===== config.mk =====
export PLATFORM = sky130hd
export DESIGN_NAME = video_in_write
export DESIGN_NICKNAME = d
export VERILOG_FILES = /design/src/rtl/video_in_write.sv
export SDC_FILE = /design/constraint.sdc
export NUM_CORES = 1
export LEC_CHECK = 0
export ABC_AREA = 1
export BUFFER_PORTS_ARGS = -buffer_cell sky130_fd_sc_hd__buf_2
export CORE_ASPECT_RATIO = 0.5
export CORE_UTILIZATION = 45
export DETAILED_ROUTE_END_ITERATION = 16
export HOLD_SLACK_MARGIN = 0.12
export PLACE_DENSITY = 0.71
export SLEW_MARGIN = 40
export SYNTH_ARGS = -nofsm -noshare
export SYNTH_HDL_FRONTEND = slang
export SYNTH_SLANG_ARGS = --single-unit

===== constraint.sdc =====
create_clock -name clk -period 2.62 [get_ports clk]
set_clock_uncertainty 0.15 [all_clocks]
set_input_delay 0.393 -clock clk [delete_from_list [all_inputs] [get_ports clk]]
set_output_delay 0.393 -clock clk [all_outputs]
set_load 0.05 [all_outputs]

===== src/rtl/video_in_write.sv =====
// Video input writer: packs FIFO pixels into NBPACK-byte bursts and writes them
// as 32-bit Wishbone words to a frame buffer, pulsing interrupt when a frame is done.
module video_in_write #(
  parameter int NBPACK   = 16,
  parameter int p_WIDTH  = 640,
  parameter int p_HEIGHT = 480
) (
  input  logic        clk,
  input  logic        RST,
  input  logic [31:0] wb_reg_data,
  input  logic [31:0] wb_reg_ctr,
  output logic        interrupt,
  output logic [31:0] p_wb_DAT_O,
  input  logic        p_wb_ACK_I,
  output logic        p_wb_STB_O,
  output logic        p_wb_CYC_O,
  output logic        p_wb_LOCK_O,
  output logic [3:0]  p_wb_SEL_O,
  output logic        p_wb_WE_O,
  output logic [31:0] p_wb_ADR_O,
  input  logic        empty,
  output logic        r_e,
  input  logic [7:0]  pixel_in
);
  localparam int FW = $clog2(NBPACK);
  localparam int WW = $clog2(NBPACK / 4) + 1;
  localparam logic [FW:0]   LAST_FILL = (FW + 1)'(NBPACK - 1);
  localparam logic [WW-1:0] NWORDS    = WW'(NBPACK / 4);
  localparam logic [19:0]   FRAME_PIX = 20'(p_WIDTH * p_HEIGHT);

  typedef enum logic [2:0] {
    WAIT_ADDR, FILL, WRITE_RAM, WAIT_ACK, BREAK, IMAGE_DONE
  } state_t;

  state_t        state;
  logic          ctr_q;
  logic          new_addr;
  logic [31:0]   base;
  logic [19:0]   pixel_count;
  logic [FW:0]   fill_cnt;
  logic [WW-1:0] word_idx;
  logic [1:0]    int_cnt;
  logic          stb;
  logic          irq;
  logic [7:0]    pack [NBPACK];
  logic [FW-1:0] pix_idx;
  logic [31:0]   word;

  assign new_addr = wb_reg_ctr[0] & ~ctr_q;
  assign r_e      = (state == FILL) & ~empty & ~RST;

  // Word w of the pack holds pixels 4w..4w+3, first pixel in the top byte.
  assign pix_idx = FW'({word_idx, 2'b00});
  assign word    = {pack[pix_idx], pack[pix_idx + FW'(1)],
                    pack[pix_idx + FW'(2)], pack[pix_idx + FW'(3)]};

  assign p_wb_STB_O  = stb;
  assign p_wb_CYC_O  = stb;
  assign p_wb_WE_O   = stb;
  assign p_wb_LOCK_O = 1'b0;
  assign p_wb_SEL_O  = 4'hf;
  assign p_wb_ADR_O  = stb ? base + {12'd0, pixel_count} : 32'd0;
  assign p_wb_DAT_O  = stb ? word : 32'd0;
  assign interrupt   = irq;

  // Pack storage is deliberately left out of reset.
  always_ff @(posedge clk) begin
    if (r_e) pack[fill_cnt[FW-1:0]] <= pixel_in;
  end

  always_ff @(posedge clk) begin
    if (RST) begin
      state       <= WAIT_ADDR;
      ctr_q       <= 1'b0;
      base        <= 32'd0;
      pixel_count <= 20'd0;
      fill_cnt    <= '0;
      word_idx    <= '0;
      int_cnt     <= 2'd0;
      stb         <= 1'b0;
      irq         <= 1'b0;
    end else begin
      ctr_q <= wb_reg_ctr[0];
      case (state)
        WAIT_ADDR: begin
          if (new_addr) begin
            base        <= wb_reg_data;
            pixel_count <= 20'd0;
            fill_cnt    <= '0;
            word_idx    <= '0;
            state       <= FILL;
          end
        end
        FILL: begin
          if (r_e) begin
            fill_cnt <= fill_cnt + 1'b1;
            if (fill_cnt == LAST_FILL) begin
              word_idx <= '0;
              stb      <= 1'b1;
              state    <= WRITE_RAM;
            end
          end
        end
        WRITE_RAM: state <= WAIT_ACK;
        WAIT_ACK: begin
          if (p_wb_ACK_I) begin
            pixel_count <= pixel_count + 20'd4;
            word_idx    <= word_idx + 1'b1;
            stb         <= 1'b0;
            state       <= BREAK;
          end
        end
        BREAK: begin
          if (word_idx < NWORDS) begin
            stb   <= 1'b1;
            state <= WRITE_RAM;
          end else if (pixel_count == FRAME_PIX) begin
            irq     <= 1'b1;
            int_cnt <= 2'd0;
            state   <= IMAGE_DONE;
          end else begin
            fill_cnt <= '0;
            state    <= FILL;
          end
        end
        IMAGE_DONE: begin
          int_cnt <= int_cnt + 1'b1;
          if (int_cnt == 2'd3) begin
            irq   <= 1'b0;
            state <= WAIT_ADDR;
          end
        end
        default: begin
          stb   <= 1'b0;
          irq   <= 1'b0;
          state <= WAIT_ADDR;
        end
      endcase
    end
  end
endmodule


==> results by stage, run 1 <==
Logic synthesis:
- For this run, the leading register cell type out of synthesis is edfxtp_1.
- Of the post-synthesis cell area, the dominant cell type holds 38.5%.
- Ranked by total cell area, the synthesized netlist is headed by edfxtp_1 39%, dfxtp_1 14%, nor2_1 11%.
- In this run, synthesis produced a sequential element count of 196.
- The synthesized area per cell is 8.14 µm².
- The async set-or-reset flop fraction in the synthesized netlist is 0%.
- The number of enable flip-flop cells after synthesis is approximately 130.
- In the synthesized netlist, the number of instances is 1,226.
- The cell area that synthesis handed to floorplanning was 9980 µm².
- The warning count from the yosys run is 0.
- The number of library cell types mapped by synthesis is 43.
- Of the synthesized area, sequential elements account for 52.1%.
- Of all cell types, the one taking the most synthesized area is edfxtp_1.

Detailed routing:
- The DRC violation count after routing is 1.
- For this block, the routed nets add up to 27,600 µm of wire.
- The DRC violation total after the first TritonRoute iteration is 722.
- The routed layout has 9,201 vias.
- The detail-routed via count per cell is 5.33.
- The number of routed nets with antenna violations is 0.
- The number of iterations in the first detailed-routing pass is 11.
- The routed length per placed instance is 16.0 µm.

STA:
- Static timing analysis puts the maximum clock frequency at 352 MHz.
- The final worst-path cycle share is 109%.
- The number of pins exceeding their max-slew limit in the final report is 0.
- The setup slack after layout is -0.223 ns.
- The summed negative setup slack over all endpoints is -2.20 ns.
- The worst relative slew slack is 65.9%.
- The post-layout minimum cycle time is 2.84 ns.
- Setup repair after global routing could not meet its margin everywhere.
- For the pin with the worst max-slew slack, the measured transition is 0.511 ns.
- Setup violations remaining at the end of the flow were counted as 21.
- The final hold violation count is 0.

Setup path:
- The maximum fanout along the worst path is 4.
- Traced cell by cell, the critical path runs through ha_4 -> nand2_2 -> nand2_2 -> nand2_2 -> nand2_1 -> nand2_1 -> nand3_2 -> buf_4 -> o21ai_0 -> a21oi_2 -> buf_6.
- The critical path's most frequent cell is nand2_2.
- The required time of the critical path is 2.08 ns.
- The category of the most critical setup path is reg -> out.
- For this run, the slowest stage of the critical path takes 0.35 ns.
- Grouping stages by cell kind, the critical path spends the most delay in simple AND/OR/NAND/NOR gates.
- The sort of element at the start of the critical path is a flip-flop.
- The endpoint class of the critical path is an output pin.
- The cell with the biggest individual delay on the critical path is dfxtp_2.
- The critical path buffer and inverter count is 2.
- At the worst endpoint, the arrival time is approximately 2.3 ns.

Power:
- In this run the power density over the cells is 709 nW/µm².
- The worst-case IR drop observed on VDD is 0.000636 V.
- The total power after layout is 0.00931 W.
- In this run the static leakage power is 5.36 nW.

Clock tree:
- The master cell of the clock root buffer is clkbuf_16.
- Clock-pin slew was measured on the worst setup and hold paths at 0.07 ns.
- The number of buffers inserted during clock tree synthesis is 17.
- The clock passes through at most 2 buffers.
- The clock reaches the later pin of the worst-skew pair after 0.44 ns.
- The clock drives around 200 sinks.
- The deepest level of the CTS H-tree is 4.
- TritonCTS built the clock tree.

Floorplanning:
- The total die area is 22,800 µm².
- The die outline width is 213 µm.
- The floorplan has 38 rows.
- The die outline height is 107 µm.
- The placeable core area is 21,700 µm².
- The effective utilization at floorplan is 45.9%.
- The number of top-level pins is 150.

Cells and area:
- The number of inserted diodes is 0.
- Leaving out filler cells and counting taps, the final layout contains 1,727.
- The commonest non-fill, non-tap cell in the layout is nor2_1.
- The final net count is 1,517.
- The area growth from synthesis to layout is 31.7%.
- The post-route standard cell area excluding fillers is 13,100 µm².
- The fraction of final layout cells sized beyond drive strength 1 is 30.5%.
- The top cell types in the final layout, fill and taps aside, are 260 x nor2_1, 150 x nand2_1, 128 x edfxtp_1, 111 x o21ai_0, 104 x inv_1.

Global route:
- The initial antenna violation count is 0.
- In the global route stage, overall resource usage came out at 23.5%.
- The first global-routing pass estimated 41,600 µm of wire.
- Summed over all layers, the global routing overflow is 0.
- Entering global routing, the biggest net connects 50 pins.
- The via count of the first global-routing pass is 8,361.

Placed design:
- The post-placement cell area is roughly 11,000 µm².
- Routability-driven placement finished with a final weighted congestion of 0.935.
- The count of buffers added on input and output ports is 113.
- The total half-perimeter wirelength after legalization and detailed placement is 17,400 µm.
- The cell total after placement is between 1,500 and 2,000.
- Before CTS, the worst setup slack after placement is 0.0553 ns.

Outcome:
- The checks that failed: DRC, setup timing.
- The run finished, with violations left.

Min path:
- The class of the most critical hold timing path is in -> reg.

Job:
- The max-cap check violation count is 0.
-- sequential cells by signal (all words and copies together), names as in the netlist, named ones only --
register and count:
base 32, ctr_q 1, fill_cnt 5, int_cnt 2
interrupt 1, p_wb_CYC_O 1, pack 128, pixel_count 18
state 3, word_idx 3
-- path summary, 6_finish.rpt --
kind | start | endpoint | slack [ns] | cells after the start
max | pixel_count[5] | p_wb_ADR_O[12] | -0.22 | 11
min | empty | fill_cnt[4] | 0.13 | 4
min reg2reg | interrupt | interrupt | 0.31 | 2
max reg2reg | state[1] | pack[6][6] | 0.51 | 8
-- cells by family (layout without fill, tap and decap cells) --
family / Yosys count / in the layout / share of synthesized area (%)
adder cells (fa/ha/maj): 27 / 27 / 3.38
XOR/XNOR: 7 / 7 / 0.614
AO/OA/AOI/OAI: 223 / 223 / 11.6
buffers and inverters: 170 / 368 / 7.06
AND/OR/NAND/NOR: 601 / 601 / 25.1
other: 2 / 5 / 0.0752
flip-flops: 196 / 196 / 52.2
-- worst min-delay path: cells and delay by family --
kind | cells | cell delay [ns]
AO/OA/AOI/OAI | 1 | 0.07
buffers and inverters | 2 | 0.12
AND/OR/NAND/NOR | 1 | 0.08
-- cells in the mapped netlist, types with 5 or more instances --
cell type,instances
o21ai_0,120
buf_4,11
nand4_1,20
ha_1,27
dfxtp_1,68
o21ai_1,5
inv_1,114
nand2_1,207
nor2_1,284
nor3_1,17
a21oi_1,86
edfxtp_1,128
clkbuf_1,27
xnor2_1,5
nand3_1,48
buf_2,6
nor2_4,5
nand2_2,5
-- timing repair --
item | 4_1_cts | 5_1_grt
hold buffers | 30 | 0
pin swaps | 46 | 41
hold endpoints to repair | 31 | 0
resized for setup | 198 | 93
cloned | 0 | 0
endpoints found under the setup margin | 31 | 37
buffers inserted | 20 | 7
-- power breakdown --
group	switching, W	total, W	internal (W)	leakage (nW)
logic	0.00219	0.00314	0.000948	3.37
clock network	0.00113	0.00247	0.00134	0.271
registers	0.000233	0.00370	0.00347	1.72
total	0.00355	0.00931	0.00576	5.36
-- through the flow --
step	utilization [%]	hold WS, ns
final	60.5	0.135
after global routing	60.5	0.129
after CTS	58.8	0.121
after detailed placement	50.9	0.305
after global placement	50.9	0.302
after floorplan	-	0.294
-- layer usage --
layer,vias up,GRT usage [%],wire [µm]
li1,4423,-,-
met1,4322,30.7,11700
met2,377,40.2,13500
met3,79,3.97,1620
met4,0,6.89,833
met5,-,0,0
-- area by class of cell --
class                           count  area, µm²
Clock buffer                       25        497
Clock inverter                      7       65.1
Fill cell                        1739       8580
Inverter                          120        458
Multi-Input combinational cell    863       4890
Sequential cell                   196       5280
Tap cell                          300        375
Timing Repair Buffer              216       1580
Note: power is estimated with default switching activity, not from simulation.
==> inputs of run 2 (changes only) <==
- CORE_MARGIN: default -> 1
- HOLD_SLACK_MARGIN: 0.12 -> 0.08
- SKIP_LAST_GASP: default -> 1
==> run 2 against run 1 <==
Against the previous run: the flow still finishes with violations (DRC, setup timing); non-clock buffer count decreased by 11; critical path type unchanged; first-iteration DRC count fell by 1.2%; routed wire length is 1.1% lower; largest cell class unchanged; critical path depth grew 1; critical endpoint is now p_wb_ADR_O[22].
==> results by stage, run 2 (synthesis results as in run 1) <==
STA:
- The hold slack is 0.0813 ns.
- Once routing completed, OpenROAD measured the worst setup slack at -0.191 ns.
- The number of setup violations in the final report is 21.
- The number of pins exceeding their max-slew limit in the final report is 0.
- The final hold violation count is 0.
- For this run, the top clock speed supported by timing is 356 MHz.
- The final worst-path cycle share is 107%.
- The worst relative slew slack is 65.4%.
- The post-layout minimum cycle time is 2.81 ns.
- Setup repair after global routing could not meet its margin everywhere.
- At the pin with the least slew margin, the transition time is a little over 0.5 ns.

Power:
- The analysis attributes to cell leakage a power of 5.32 nW.
- The worst-case IR drop observed on VDD is 0.000642 V.
- The sequential share of power is about 40%.
- Net switching is 38.1% of the power.
- For this design the total switching power over the nets is roughly 0.0035 W.
- The design internal power is 0.00575 W.
- Summing internal, switching and leakage power gives 0.00930 W.
- Power spread over the standard cell area amounts to 712 nW/µm².
- The part of the power in combinational logic is 33.5%.
- The clock network accounts for 26.6% of the total power.

Detailed routing:
- The first routing iteration left 713 violations.
- The number of vias in the routed layout is 9,139.
- For this block, the routed nets add up to 27,300 µm of wire.
- The DRC violation count after routing is 1.
- The routed length per placed instance is 15.9 µm.
- In this run the remaining antenna-violating nets after routing total 0.
- The number of iterations in the first detailed-routing pass is 12.
- Using the TritonRoute via totals, the vias-per-cell ratio works out to 5.33.

Placed design:
- The wire-length estimate of the detail-placed layout is 17,400 µm.
- During placement, the flow inserted port buffers numbering ~110.
- The weighted congestion reported at the end of routability-driven placement is about 0.93.
- The placement-stage worst setup slack is roughly 0.055 ns.
- The cell total after placement is 1,638.

Clock tree:
- After clock tree synthesis, the clock-pin slew on the worst setup and hold paths is 0.07 ns.
- TritonCTS built the clock tree.
- Counting the buffers created by CTS gives 17.
- The number of clock sinks is 196.
- At the later pin of the worst-skew pair, clock insertion delay measures 0.44 ns.
- Counting along the longest clock path gives a buffer depth of 2.
- The deepest level of the CTS H-tree is 4.
- In this run the clock root is driven by a clkbuf_16.

Setup path:
- The largest single stage delay on the critical path is 0.35 ns.
- The critical path's most frequent cell is nand2_2.
- The worst register-to-register path has a depth of 8.
- The maximum fanout along the worst path is 4.
- The reg-to-reg startpoint is state[1].
- The data arrival time of the critical path is 2.27 ns.
- The register-to-register path setup slack is 0.50 ns.
- The setup path with the least slack is of type reg -> out.
- The critical path goes through ha_4 -> nand2_2 -> inv_4 -> nand2_4 -> nor2_4 -> nand2_2 -> nand3_4 -> nand3_2 -> nand2_1 -> nor2_1 -> nor2_2 -> buf_6.
- The endpoint class of the critical path is an output pin.
- The endpoint identified for the worst register-to-register timing path is pack[2][7].
- The worst setup path is launched from a flip-flop.
- The cell with the biggest individual delay on the critical path is dfxtp_2.
- The required time of the critical path is 2.08 ns.

Global route:
- After global routing, the most crowded layer is met2.
- The via count of the first global-routing pass is between 8,000 and 9,000.
- In the global route stage, overall resource usage came out at 23.3%.
- The global-route wire length before repair is 41,200 µm.
- The fraction of met2 tracks used by global routing is 40.0%.
- The largest net degree at the start of global routing is 50.
- For met1 alone, demand over resource in global routing was 30.5%.
- For met3 alone, demand over resource in global routing was under 10%.
- The aggregate global routing overflow is 0.
- The initial antenna violation count is 0.

Min path:
- The instance count along the most critical hold path is 3.
- The class of the most critical hold timing path is in -> reg.
- The end point of the most critical hold path is base[17].
- The worst hold path begins at wb_reg_data[17].

Floorplanning:
- The total area inside the core boundary comes to 21,700 µm².
- After floorplanning, the core was divided into 38 placement rows.
- The die outline height is between 100 and 150 µm.
- The initial utilization of the core area, before any placement, comes to between 40 and 50%.
- In this run the count of I/O pins placed on the die edge is 150.
- Measured along the x axis, the die boundary spans 213 µm.
- The floorplan step defined a die boundary enclosing 22,800 µm².

Cells and area:
- The number of flip-flops in the largest register is approximately 130.
- The fraction of final layout cells sized beyond drive strength 1 is 30.9%.
- Leaving out fill and tap cells, the most frequent cell in the layout is nor2_1.
- In the layout the commonest cells are 259 x nor2_1, 153 x nand2_1, 128 x edfxtp_1, 111 x o21ai_0, 100 x inv_1.
- The number of filler instances in the final layout is 1,744.
- The growth of design area from synthesis to finish is 30.9%.
- 0 antenna diodes ended up in the layout.
- The flip-flop and latch area is about 5300 µm².
- The final layout contains 1,506 nets.
- The final instance count without filler cells is 1,716.
- The multi-input combinational cells in the finished layout cover a total of about 4900 µm².
- Once layout is complete, the utilization of the core stands at 60.1%.

Outcome:
- The final reports fail on DRC, setup timing.
- The flow ran to the end, but the final reports show violations.

Job:
- The tool flagged a number of max-cap violations equal to 0.
-- run 2: cell count changes in the layout (fill, tap and decap cells not counted), moves of 2 or more --
cell | before | now
dlygate4sd3_1 | 30 | 20
clkbuf_4 | 2 | 4
inv_1 | 104 | 100
nand2_2 | 48 | 43
inv_2 | 12 | 16
nand2_4 | 15 | 17
buf_6 | 24 | 22
nand2_1 | 150 | 153
-- run 2: worst max-delay path, delay by kind of cell (launching register included) --
| family | cells | cell delay [ns] |
|---|---|---|
| fa+ha+maj | 1 | 0.30 |
| buf+inv | 2 | 0.29 |
| flops | 1 | 0.35 |
| simple gates | 9 | 0.89 |
-- run 2: per-stage QoR --
step	cell area [µm²]	TNS, ns
6_report	13100	-2.22
4_1_cts	12700	-0.657
2_1_floorplan	10000	-2.39
5_1_grt	13100	-3.92
3_3_place_gp	11100	0
3_5_place_dp	11100	0
-- run 2: how the worst max path moves through the flow --
stage | start | end | slack (ns) | cells after the start
floorplan | p_wb_CYC_O | p_wb_DAT_O[10] | -0.12 | 5
global placement | pixel_count[3] | p_wb_ADR_O[29] | 0.08 | 10
detailed placement | pixel_count[3] | p_wb_ADR_O[18] | 0.06 | 13
CTS | pixel_count[13] | p_wb_ADR_O[23] | -0.07 | 12
global route | base[10] | p_wb_ADR_O[30] | -0.26 | 12
finish | pixel_count[11] | p_wb_ADR_O[22] | -0.19 | 12
-- run 2: area by class of cell --
| cell class | instances | area share [%] |
|---|---|---|
| Clock buffer | 25 | 3.80 |
| Clock inverter | 7 | 0.498 |
| Inverter | 120 | 3.51 |
| Multi-Input combinational cell | 863 | 37.7 |
| Sequential cell | 196 | 40.4 |
| Tap cell | 300 | 2.87 |
| Timing Repair Buffer | 205 | 11.2 |
-- run 2: what timing repair did --
action / CTS / global route
setup endpoints to repair: 31 / 37
hold endpoints to repair: 21 / 0
setup buffers: 20 / 6
hold buffers: 20 / 0
gates resized for setup: 193 / 103
pin swaps: 46 / 41
-- run 2: power groups by stage --
stage          Combinational, W  Sequential [W]  Clock, W
3_3_place_gp            0.00273         0.00372         0
4_1_cts                 0.00300         0.00369   0.00251
3_5_place_dp            0.00277         0.00372         0
2_1_floorplan           0.00218         0.00364         0
5_1_grt                 0.00340         0.00373   0.00262
6_report                0.00311         0.00371   0.00248
-- run 2: layer usage --
metal  part of all wire [%]  vias up
met4                    3.2        0
met3                    5.9       77
met1                     43     4314
met2                     48      349
met5                      0        -
li1                       -     4399
